===== src/rtl/axis_eth_rx_filter.sv =====
// rtl/axis_eth_rx_filter.sv - first-beat MAC/EtherType frame filter with stats
// Optional broadcast acceptance: define AXIS_ETH_RX_FILTER_BCAST_EN
module axis_eth_rx_filter #(
  parameter int COUNTER_WIDTH   = 32,
  parameter int CHECK_ETHERTYPE = 1
) (
  input  logic                     clk,
  input  logic                     rst_n,
  output logic                     s_axis_tready,
  input  logic                     s_axis_tvalid,
  input  logic [127:0]             s_axis_tdata,
  input  logic                     s_axis_tlast,
  input  logic [15:0]              s_axis_tkeep,
  input  logic                     m_axis_tready,
  output logic                     m_axis_tvalid,
  output logic [127:0]             m_axis_tdata,
  output logic                     m_axis_tlast,
  output logic [15:0]              m_axis_tkeep,
  input  logic                     cfg_enable,
  input  logic [47:0]              cfg_mac_addr,
  input  logic [15:0]              cfg_ethertype,
  output logic [COUNTER_WIDTH-1:0] cnt_passed,
  output logic [COUNTER_WIDTH-1:0] cnt_dropped,
  output logic [COUNTER_WIDTH-1:0] cnt_runt
);

  typedef enum logic [1:0] {IDLE, PASS, DROP} state_t;

  state_t                   state_q;
  logic                     m_valid_q;
  logic [127:0]             m_data_q;
  logic                     m_last_q;
  logic [15:0]              m_keep_q;
  logic [COUNTER_WIDTH-1:0] cnt_passed_q;
  logic [COUNTER_WIDTH-1:0] cnt_dropped_q;
  logic [COUNTER_WIDTH-1:0] cnt_runt_q;

  logic [47:0] dest_mac;
  logic [15:0] ethertype;
  logic [4:0]  keep_cnt;
  logic        is_bcast;
  logic        runt;
  logic        mac_ok;
  logic        type_ok;
  logic        check_type;
  logic        out_free;
  logic        accept;

  // Header fields in wire order: byte 0 is the MSB of the MAC address
  assign dest_mac  = {s_axis_tdata[7:0],   s_axis_tdata[15:8],  s_axis_tdata[23:16],
                      s_axis_tdata[31:24], s_axis_tdata[39:32], s_axis_tdata[47:40]};
  assign ethertype = {s_axis_tdata[103:96], s_axis_tdata[111:104]};

  // Count valid bytes of the beat for runt detection
  always_comb begin
    keep_cnt = '0;
    for (int i = 0; i < 16; i++) begin
      keep_cnt = keep_cnt + {4'd0, s_axis_tkeep[i]};
    end
  end

`ifdef AXIS_ETH_RX_FILTER_BCAST_EN
  assign is_bcast = (dest_mac == 48'hFFFF_FFFF_FFFF);
`else
  assign is_bcast = 1'b0;
`endif

  // A frame shorter than dest+src+type cannot be classified, so it is a runt
  assign runt       = s_axis_tlast && (keep_cnt < 5'd14);
  assign check_type = (CHECK_ETHERTYPE != 0);
  assign mac_ok     = !cfg_enable || (dest_mac == cfg_mac_addr) || is_bcast;
  assign type_ok    = !cfg_enable || !check_type || (ethertype == cfg_ethertype);

  // DROP never writes the output register, so it need not wait for downstream
  assign out_free      = !m_valid_q || m_axis_tready;
  assign s_axis_tready = rst_n && ((state_q == DROP) || out_free);
  assign accept        = s_axis_tvalid && s_axis_tready;

  // Frame state, output register and statistics counters
  always_ff @(posedge clk) begin
    if (!rst_n) begin
      state_q       <= IDLE;
      m_valid_q     <= 1'b0;
      m_data_q      <= '0;
      m_last_q      <= 1'b0;
      m_keep_q      <= '0;
      cnt_passed_q  <= '0;
      cnt_dropped_q <= '0;
      cnt_runt_q    <= '0;
    end else begin
      if (m_axis_tready) begin
        m_valid_q <= 1'b0;
      end
      if (accept) begin
        case (state_q)
          IDLE: begin
            if (runt) begin
              cnt_runt_q <= cnt_runt_q + COUNTER_WIDTH'(1);
            end else if (mac_ok && type_ok) begin
              m_valid_q <= 1'b1;
              m_data_q  <= s_axis_tdata;
              m_last_q  <= s_axis_tlast;
              m_keep_q  <= s_axis_tkeep;
              if (s_axis_tlast) begin
                cnt_passed_q <= cnt_passed_q + COUNTER_WIDTH'(1);
              end else begin
                state_q <= PASS;
              end
            end else if (s_axis_tlast) begin
              cnt_dropped_q <= cnt_dropped_q + COUNTER_WIDTH'(1);
            end else begin
              state_q <= DROP;
            end
          end
          PASS: begin
            m_valid_q <= 1'b1;
            m_data_q  <= s_axis_tdata;
            m_last_q  <= s_axis_tlast;
            m_keep_q  <= s_axis_tkeep;
            if (s_axis_tlast) begin
              cnt_passed_q <= cnt_passed_q + COUNTER_WIDTH'(1);
              state_q      <= IDLE;
            end
          end
          DROP: begin
            if (s_axis_tlast) begin
              cnt_dropped_q <= cnt_dropped_q + COUNTER_WIDTH'(1);
              state_q       <= IDLE;
            end
          end
          default: state_q <= IDLE;
        endcase
      end
    end
  end

  assign m_axis_tvalid = m_valid_q;
  assign m_axis_tdata  = m_data_q;
  assign m_axis_tlast  = m_last_q;
  assign m_axis_tkeep  = m_keep_q;
  assign cnt_passed    = cnt_passed_q;
  assign cnt_dropped   = cnt_dropped_q;
  assign cnt_runt      = cnt_runt_q;

endmodule


===== config.mk =====
export PLATFORM = sky130hd
export DESIGN_NAME = axis_eth_rx_filter
export DESIGN_NICKNAME = d
export VERILOG_FILES = /design/src/rtl/axis_eth_rx_filter.sv
export SDC_FILE = /design/constraint.sdc
export NUM_CORES = 1
export LEC_CHECK = 0
export CAP_MARGIN = 20
export CELL_PAD_IN_SITES_DETAIL_PLACEMENT = 0
export CELL_PAD_IN_SITES_GLOBAL_PLACEMENT = 1
export CORE_AREA = 2 2 177 179
export DETAILED_ROUTE_END_ITERATION = 6
export DIE_AREA = 0 0 179 181
export DONT_BUFFER_PORTS = 1
export PLACE_DENSITY = 0.76
export RECOVER_POWER = 25
export REMOVE_ABC_BUFFERS = 1
export SYNTH_ARGS = -nofsm -noshare
export SYNTH_HDL_FRONTEND = slang
export SYNTH_SLANG_ARGS = --single-unit

===== constraint.sdc =====
create_clock -name clk -period 15.1 [get_ports clk]
set_clock_uncertainty 0.15 [all_clocks]
set_input_delay 1.51 -clock clk [delete_from_list [all_inputs] [get_ports clk]]
set_output_delay 1.51 -clock clk [all_outputs]
set_load 0.02 [all_outputs]

== Word-level counts from Yosys, hierarchy flattened ==
Cells that the tools add are included.
W data, S select, Z words.

* Bits in registers: 244
* Input port bits: 214
* Output and inout bits: 243
* Word-level logic and storage cells: 82

* Add/sub/neg operators: 18
* Order comparisons: 1
* Equality and inequality tests: 9
* Mux-type cells: 28
* Reductions and logical operators: 18

{| class="wikitable"
|+ Operators with widths
! cell !! count
|-
| $mux W128 || 2
|-
| $pmux W128 S2 || 1
|-
| $mux W32 || 6
|-
| $pmux W32 S2 || 2
|-
| $add A32 B1 Y32 const B || 3
|-
| $add A5 B1 Y5 || 11
|-
| $eq A48 B48 Y1 || 1
|-
| $mux W16 || 2
|-
| $pmux W16 S2 || 1
|-
| $eq A16 B16 Y1 || 1
|-
| $reduce_and A4 Y1 || 3
|-
| $mux W2 || 5
|-
| $ne A2 B2 Y1 const B || 4
|-
| $mux W1 || 6
|-
| $add A4 B1 Y5 || 1
|-
| $lt A5 B4 Y1 const B || 1
|-
| $add A3 B1 Y4 || 1
|-
| $logic_and A1 B1 Y1 || 4
|-
| $logic_or A1 B1 Y1 || 4
|-
| $pmux W1 S2 || 2
|-
| $pmux W2 S2 || 1
|-
| $reduce_bool A2 Y1 || 2
|-
| $add A2 B1 Y3 || 1
|-
| $reduce_and A3 Y1 || 1
|-
| 7 further kinds || 8
|}

== Depth between registers and ports, before layout ==
Gate-level depths: netlist (run 1).

* Depth after elaboration: 20
* Depth in mapped cells: 19
* Depth with buffers taken out: 16

== Worst setup path after synthesis (run 1) ==
Ideal clock, no wire load.

* Path type: input -> register
* Start point: input port s_axis_tkeep[0]
* End point: register cnt_dropped_q[15], in the netlist cnt_dropped[15]
* Setup time: 70 ps
* Arrival time: 5,565 ps
* Required time: 14,880 ps
* Setup slack: 9,315 ps
* Cell stages on the path: 14
* Buffers on the path: 1
* Cell sequence: inv_1 > fa_1 > fa_1 > fa_1 > fa_1 > inv_1 > fa_1 > inv_1 > a31oi_1 > o21ai_2 > or2_1 > buf_2 > or4_1 > a21oi_1

* Word-level cells in the longest chain between the ends: 19

{| class="wikitable"
|+ RTL lines
! element !! line !! text
|-
| start, declared || 13 || <nowiki>input logic [15:0] s_axis_tkeep,</nowiki>
|-
| $add A1 B1 Y2 || 58 || <nowiki>keep_cnt = keep_cnt + {4'd0, s_axis_tkeep[i]};</nowiki>
|-
| $add A2 B1 Y3 || 58 ||
|-
| $add A3 B1 Y4 || 58 ||
|-
| $add A4 B1 Y5 || 58 ||
|-
| $add A5 B1 Y5 (11 in series) || 58 ||
|-
| $lt A5 B4 Y1 || 69 || <nowiki>assign runt = s_axis_tlast && (keep_cnt < 5'd14);</nowiki>
|-
| $logic_and A1 B1 Y1 || 69 ||
|-
| $ne A2 B2 Y1 (no source line) || -- ||
|-
| $reduce_and A4 Y1 (no source line) || -- ||
|-
| end signal, assigned || 110 || <nowiki>cnt_dropped_q <= cnt_dropped_q + COUNTER_WIDTH'(1);</nowiki>
|-
| end signal, assigned || 127 || <nowiki>cnt_dropped_q <= cnt_dropped_q + COUNTER_WIDTH'(1);</nowiki>
|-
| end, declared || 35 || <nowiki>logic [COUNTER_WIDTH-1:0] cnt_dropped_q;</nowiki>
|}

Every way passes these cells.
A chain may end at the register's enable or synchronous reset.

== Worst setup path in the final report (run 1) ==
* Start point: input port s_axis_tkeep[0]
* End point: register m_data_q[63], in the netlist m_axis_tdata[63]

* Word-level cells in the longest chain between the ends: 19

{| class="wikitable"
|+ RTL lines
! element !! line !! text
|-
| $add A1 B1 Y2 || 58 ||
|-
| $add A2 B1 Y3 || 58 ||
|-
| $add A3 B1 Y4 || 58 ||
|-
| $add A4 B1 Y5 || 58 ||
|-
| $add A5 B1 Y5 (11 in series) || 58 ||
|-
| $lt A5 B4 Y1 || 69 ||
|-
| $logic_and A1 B1 Y1 || 69 ||
|-
| $ne A2 B2 Y1 (no source line) || -- ||
|-
| $reduce_and A4 Y1 (no source line) || -- ||
|-
| end signal, assigned || 101 || <nowiki>m_data_q <= s_axis_tdata;</nowiki>
|-
| end signal, assigned || 117 || <nowiki>m_data_q <= s_axis_tdata;</nowiki>
|-
| end, declared || 31 || <nowiki>logic [127:0] m_data_q;</nowiki>
|}

Every way passes these cells.

==> reports/qor.txt, run 1 <==
H-tree depth: 1
Die area: 32400 um2
Largest net degree at the start of global routing: 206
Slew @ Worst Pin: 1.12 ns
Number of fill cells: 2963
Largest family of logic cells by synthesized area: simple AND/OR/NAND/NOR gates
Worst EP required: 15.42 ns
Hold Buf Count CTS: 0
Port buffer count: 0
DRC Markers: 0
Post-synth cell types: 62
Initial antenna violation count: 2
Hold Crit Class: reg2reg
P&R area growth vs syn: 10.5%
Period utilization: 0.484
Critical R2R Capture: m_axis_tdata[63]
Clock-pin slew on the worst setup and hold paths: 0.06 ns
Crit-path max FO: 67
CTS tree: built
Nets: 1552
Vias: 9288
Hold path start: state_q[1]
Post-layout worst setup margin: 7.79 ns
Mapped Cells: 1351
Finished Core Util: 0.433
Clk root buf: clkbuf_16
Die X: 179 um
DRT Pass-1 Iters: 4
Vias per cell: 5.34
Rows: 64
Worst vdd ir: 91.2 uV
Sequential share of the synthesized area: 0.411
Leakage Power: 5.89 nW
Synth top area cells: dfxtp_1 (41%), mux2i_1 (14%), nand2_1 (6.8%)
Pre-CTS WS: 7.25 ns
Hpwl dp: 26.4 mm
R2R cell count: 9
Post-synthesis mux area share: 0.142
Slew margin rel.: 0.254
Setup Fix Bufs, Post-CTS: 0
Flops & latches, synth: 244
Synthesized area per cell: 8.79 um2
CTS sink cnt: 244
Iteration-0 DRC Markers: 397
Vias in the first global route: 9164
CTS buffer count: 29
Post-synthesis simple-gate area fraction: 0.197
CORE AREA: 30300 um2
Worst r2r src: state_q[0]
Total gr overflow: 0
Routed Antenna Nets: 0
Pwr Density: 129 nW/um2
Synth area leader: dfxtp_1
Total GRT Usage: 0.209
Ports: 457
Crit start category: input pin
R2r setup slk: 11.12 ns
Status: finished clean
Initial core utilization: 0.391
Critical Path Sink Type: flip-flop
Routed wire length: 35.2 mm
Final setup fails: 0
# resized after CTS: 0
First-pass GRT wire length: 53.0 mm
Worst hold margin: 0.333 ns
Setup CP Type: in2reg
CP Launch Point: s_axis_tkeep[0]
CP arrival: 7.63 ns
Max Cap Violations: 0
Die H: 181 um
EDFF count, synth: 0
Top FF cell, synth: dfxtp_1
Mapped Area: 11900 um2
Post-synthesis compound-gate area fraction: 0.0691
Synth warn: 0
Routed len/inst: 20.3 um
Multi-input logic area: 6030 um2
Register area: 4880 um2
Commonest non-fill, non-tap cell in the layout: dfxtp_1
Max-slew violation count: 0
Hold Path Stages: 2
Worst skew pair latency: 0.55 ns
Number of hold violations in the final report: 0
Max Fclk: 137 MHz
Post-synthesis adder-cell area fraction: 0.0274
Synth top area share: 0.411
RSZ-0062 raised after global routing: false
Fin crit period: 7.31 ns
GPL Wtd Cong: 0.840
Design area: 13100 um2
Xor/xnor share of the synthesized area: 0.0708
Max Buffers Root-to-Sink: 3
Fin Setup TNS: 0 ns
Share of cells above drive strength 1: 0.0583
Worst hold endpoint: state_q[1]
Placed inst area: 12100 um2
Commonest non-fill, non-tap cells in the layout: dfxtp_1 (244), nand2_1 (214), inv_1 (171)
Asr flop ratio synth: 0
-- where the power goes --
part	switching [mW]	internal, mW	leakage (nW)
logic	0.107	0.0820	3.42
clock network	0.276	0.461	0.495
registers	0.0858	0.685	1.98
total	0.468	1.23	5.89
-- cells by family (layout without fill, tap and decap cells) --
kind of cell | after synthesis | in the layout
muxes | 168 | 168
DFF | 244 | 244
other | 0 | 3
adders and majority gates | 20 | 20
AOI/OAI and AO/OA | 115 | 115
and+or+nand+nor | 466 | 466
xor gates and xnor gates | 96 | 96
buffers and inverters | 242 | 230
-- worst max path at each step --
stage	depth (start not counted)	endpoint	slack [ns]
after global routing	17	m_axis_tdata[29]	7.42
after global placement	17	m_axis_tdata[95]	7.36
final	17	m_axis_tdata[63]	7.79
after detailed placement	17	m_axis_tdata[63]	7.25
after CTS	17	m_axis_tdata[63]	7.83
after floorplan	14	m_axis_tdata[0]	0.40
-- through the flow --
step | std cells | power (mW)
after detailed placement | 1682 | 0.972
after global placement | 1681 | 0.965
after floorplan | 1281 | 0.951
final | 1738 | 1.70
after CTS | 1734 | 1.72
after global routing | 1737 | 1.77
-- per-layer routing --
| layer | up-vias | share of wire | global-route usage |
|---|---|---|---|
| met3 | 75 | 0.11 | 0.0928 |
| met1 | 4414 | 0.37 | 0.225 |
| li1 | 4455 | - | - |
| met4 | 0 | 0.046 | 0.0950 |
| met2 | 344 | 0.48 | 0.348 |
| met5 | - | 0 | 0 |
-- layout make-up --
| class | instances | share of cell area |
|---|---|---|
| multi-input cells | 865 | 0.459 |
| flip-flops and latches | 244 | 0.372 |
| clock buffers | 40 | 0.0622 |
| inverters | 172 | 0.0492 |
| well taps | 396 | 0.0377 |
| clock inverters | 12 | 0.0146 |
| repair buffers | 6 | 0.00438 |
| diodes | 3 | 0.000572 |
-- synthesized netlist by cell type, types with 3 or more instances --
cell / count
dfxtp_1: 244
nand2_1: 214
inv_1: 172
mux2i_1: 168
xnor2_1: 88
nor2_1: 46
clkbuf_1: 40
nand4_1: 38
nand3_1: 37
a21oi_1: 35
buf_2: 22
nand2b_1: 22
o21ai_0: 20
nor4_1: 18
or3_1: 15
nor3_1: 14
and3_1: 12
o31ai_1: 12
and4_1: 10
fa_1: 10
ha_1: 10
or4_1: 9
xor2_1: 8
a2111oi_2: 7
buf_6: 7
a21o_1: 6
nand3b_1: 6
o211ai_1: 5
o311ai_0: 5
o41ai_1: 5
nor4_2: 4
nor2b_1: 3
o21a_1: 3
-- state kept, by name (all words and copies together) (netlist names) --
register	count
m_axis_tdata	128
cnt_runt	32
cnt_passed	32
m_axis_tkeep	16
m_axis_tvalid	1
m_axis_tlast	1
cnt_dropped	32
state_q	2
-- critical path, stage by stage --
cell and delay, ns:
inv_1 0.04, fa_1 0.56, fa_1 0.44, fa_1 0.43
fa_1 0.52, inv_1 0.07, ha_1 0.29, and3b_1 0.17
o21ai_0 0.28, a41oi_2 0.27, o21ai_1 0.24, a21oi_2 0.08
o21ai_4 0.14, buf_4 0.41, buf_4 0.74, buf_4 0.95
mux2i_1 0.30
Power figures use the tool's default switching activity.
==> run 2: changes to the inputs <==
CORE_AREA = 2 2 179 181   (was 2 2 177 179)
DIE_AREA = 0 0 181 183   (was 0 0 179 181)
PLACE_DENSITY = 0.75   (was 0.76)
clock period = 7.54 ns   (was 15.1 ns; I/O delays follow)
==> reports/qor.txt, run 2 (synthesis gave the netlist of run 1 again) <==
Placed inst area: 12200 um2 (+0.52%)
Vias in the first global route: 8818 (-3.8%)
DRC Markers: 0 (unchanged)
Iteration-0 DRC Markers: 427 (+7.6%)
Largest register FFs: 128 (unchanged)
Port buffer count: 0 (unchanged)
Initial core utilization: 0.380 (-0.0110)
Post-layout worst setup margin: 2.30 ns (-5.49 ns)
Total GRT Usage: 0.204 (-0.00444)
Die area: 33100 um2 (+2.2%)
Max Cap Violations: 0 (unchanged)
Nets: 1555 (+0.19%)
Setup Fix Bufs, Post-CTS: 0 (unchanged)
Die H: 183 um (+1.1%)
Hold Buf Count CTS: 0 (unchanged)
H-tree depth: 1 (unchanged)
Pwr Density: 250 nW/um2 (+94%)
Period utilization: 0.695
Final setup fails: 0 (unchanged)
Pre-CTS WS: 1.65 ns (-5.60 ns)
Crit-path max FO: 18 (-73%)
Number of fill cells: 3122 (+5.4%)
Rows: 65 (+1.6%)
Routed wire length: 35.5 mm (+0.75%)
Leakage Power: 5.87 nW (-0.23%)
Hold Crit Class: in2reg
DP Cell Count: 1692 (+0.59%)
Clock-pin slew on the worst setup and hold paths: 0.06 ns (about the same)
Max Fclk: 191 MHz
Fin cells: 1744 (+0.35%)
Setup CP Type: in2reg
CTS tree: built
First-pass GRT wire length: 53.1 mm (about the same)
CORE AREA: 31200 um2 (+2.9%)
Ports: 457 (unchanged)
Commonest non-fill, non-tap cell in the layout: dfxtp_1
Slew margin rel.: 0.395 (+0.141)
Number of hold violations in the final report: 0 (unchanged)
Routed Antenna Nets: 0 (unchanged)
Share of cells above drive strength 1: 0.0583 (+0.0000871)
Vias per cell: 5.23 (-2.1%)
Largest net degree at the start of global routing: 206 (unchanged)
Commonest non-fill, non-tap cells in the layout: dfxtp_1 (244), nand2_1 (214), inv_1 (171)
Crit start category: input pin
Status: finished clean
CTS sink cnt: 244 (unchanged)
GPL Wtd Cong: 0.837 (-0.30%)
Worst EP required: 7.85 ns (-7.57 ns)
Fin crit period: 5.24 ns
Slew @ Worst Pin: 0.901 ns (-0.219 ns)
Max-slew violation count: 0 (unchanged)
Total gr overflow: 0 (unchanged)
Worst vdd ir: 155 uV (+70%)
Initial antenna violation count: 5 (+3)
Vias: 9120 (-1.8%)
Worst skew pair latency: 0.54 ns (about the same)
RSZ-0062 raised after global routing: false
CP arrival: 5.55 ns (-2.08 ns)
Clk root buf: clkbuf_16
Max Buffers Root-to-Sink: 3 (unchanged)
Die X: 181 um (+1.1%)
Design area: 13100 um2 (-0.22%)
Total power: 3.28 mW (+93%)
Routed len/inst: 20.4 um (+0.41%)
# resized after CTS: 0 (unchanged)
CTS buffer count: 28 (-3.4%)
DRT Pass-1 Iters: 5 (+1)
P&R area growth vs syn: 10.3%
Hpwl dp: 26.7 mm (+1.4%)
Critical Path Sink Type: flip-flop
[run 2: area by class of cell]
type                            instances  area [um2]  share of cell area
Sequential cell                       244        4880               0.373
Multi-Input combinational cell        865        6030               0.460
Clock inverter                          7        88.8             0.00678
Timing Repair Buffer                   10         113             0.00860
Antenna cell                            5        12.5            0.000955
Clock buffer                           39         823              0.0628
Tap cell                              402         503              0.0384
Inverter                              172         646              0.0493
[run 2: metal layers]
layer  track usage  share of wire
met5             0              0
met4        0.0715          0.026
met3        0.0902           0.11
met2         0.357           0.49
met1         0.220           0.37
[run 2: power breakdown]
group	total (mW)	internal [mW]	switching [mW]
sequential	1.54	1.37	0.171
combinational	0.372	0.164	0.208
clock	1.36	0.820	0.541
[run 2: critical path: stages]
cell	delay (ns)
inv_1	0.13
fa_1	0.47
fa_1	0.49
fa_1	0.42
fa_1	0.51
inv_1	0.07
ha_1	0.28
and3b_1	0.17
o21ai_0	0.29
a41oi_2	0.26
o21ai_1	0.22
a21oi_2	0.08
o21ai_4	0.69
buf_4	0.44
mux2i_1	0.23
[run 2: final timing paths]
check	endpoint	startpoint	slack [ns]	cells after the start
setup / recovery	m_axis_tdata[92]	s_axis_tkeep[1]	2.30	15
hold reg to reg	state_q[1]	state_q[1]	0.33	2
setup reg to reg	cnt_passed[1]	state_q[0]	4.52	8
hold / removal	m_axis_tdata[22]	s_axis_tdata[22]	0.19	2
[run 2: stage by stage]
| step | TNS [ns] | utilization | hold slack, ns |
|---|---|---|---|
| after global placement | 0 | 0.389 | 0.318 |
| after global routing | 0 | 0.419 | 0.167 |
| after floorplan | -921.53 | - | 0.303 |
| final | 0 | 0.419 | 0.189 |
| after detailed placement | 0 | 0.389 | 0.321 |
| after CTS | 0 | 0.418 | 0.164 |
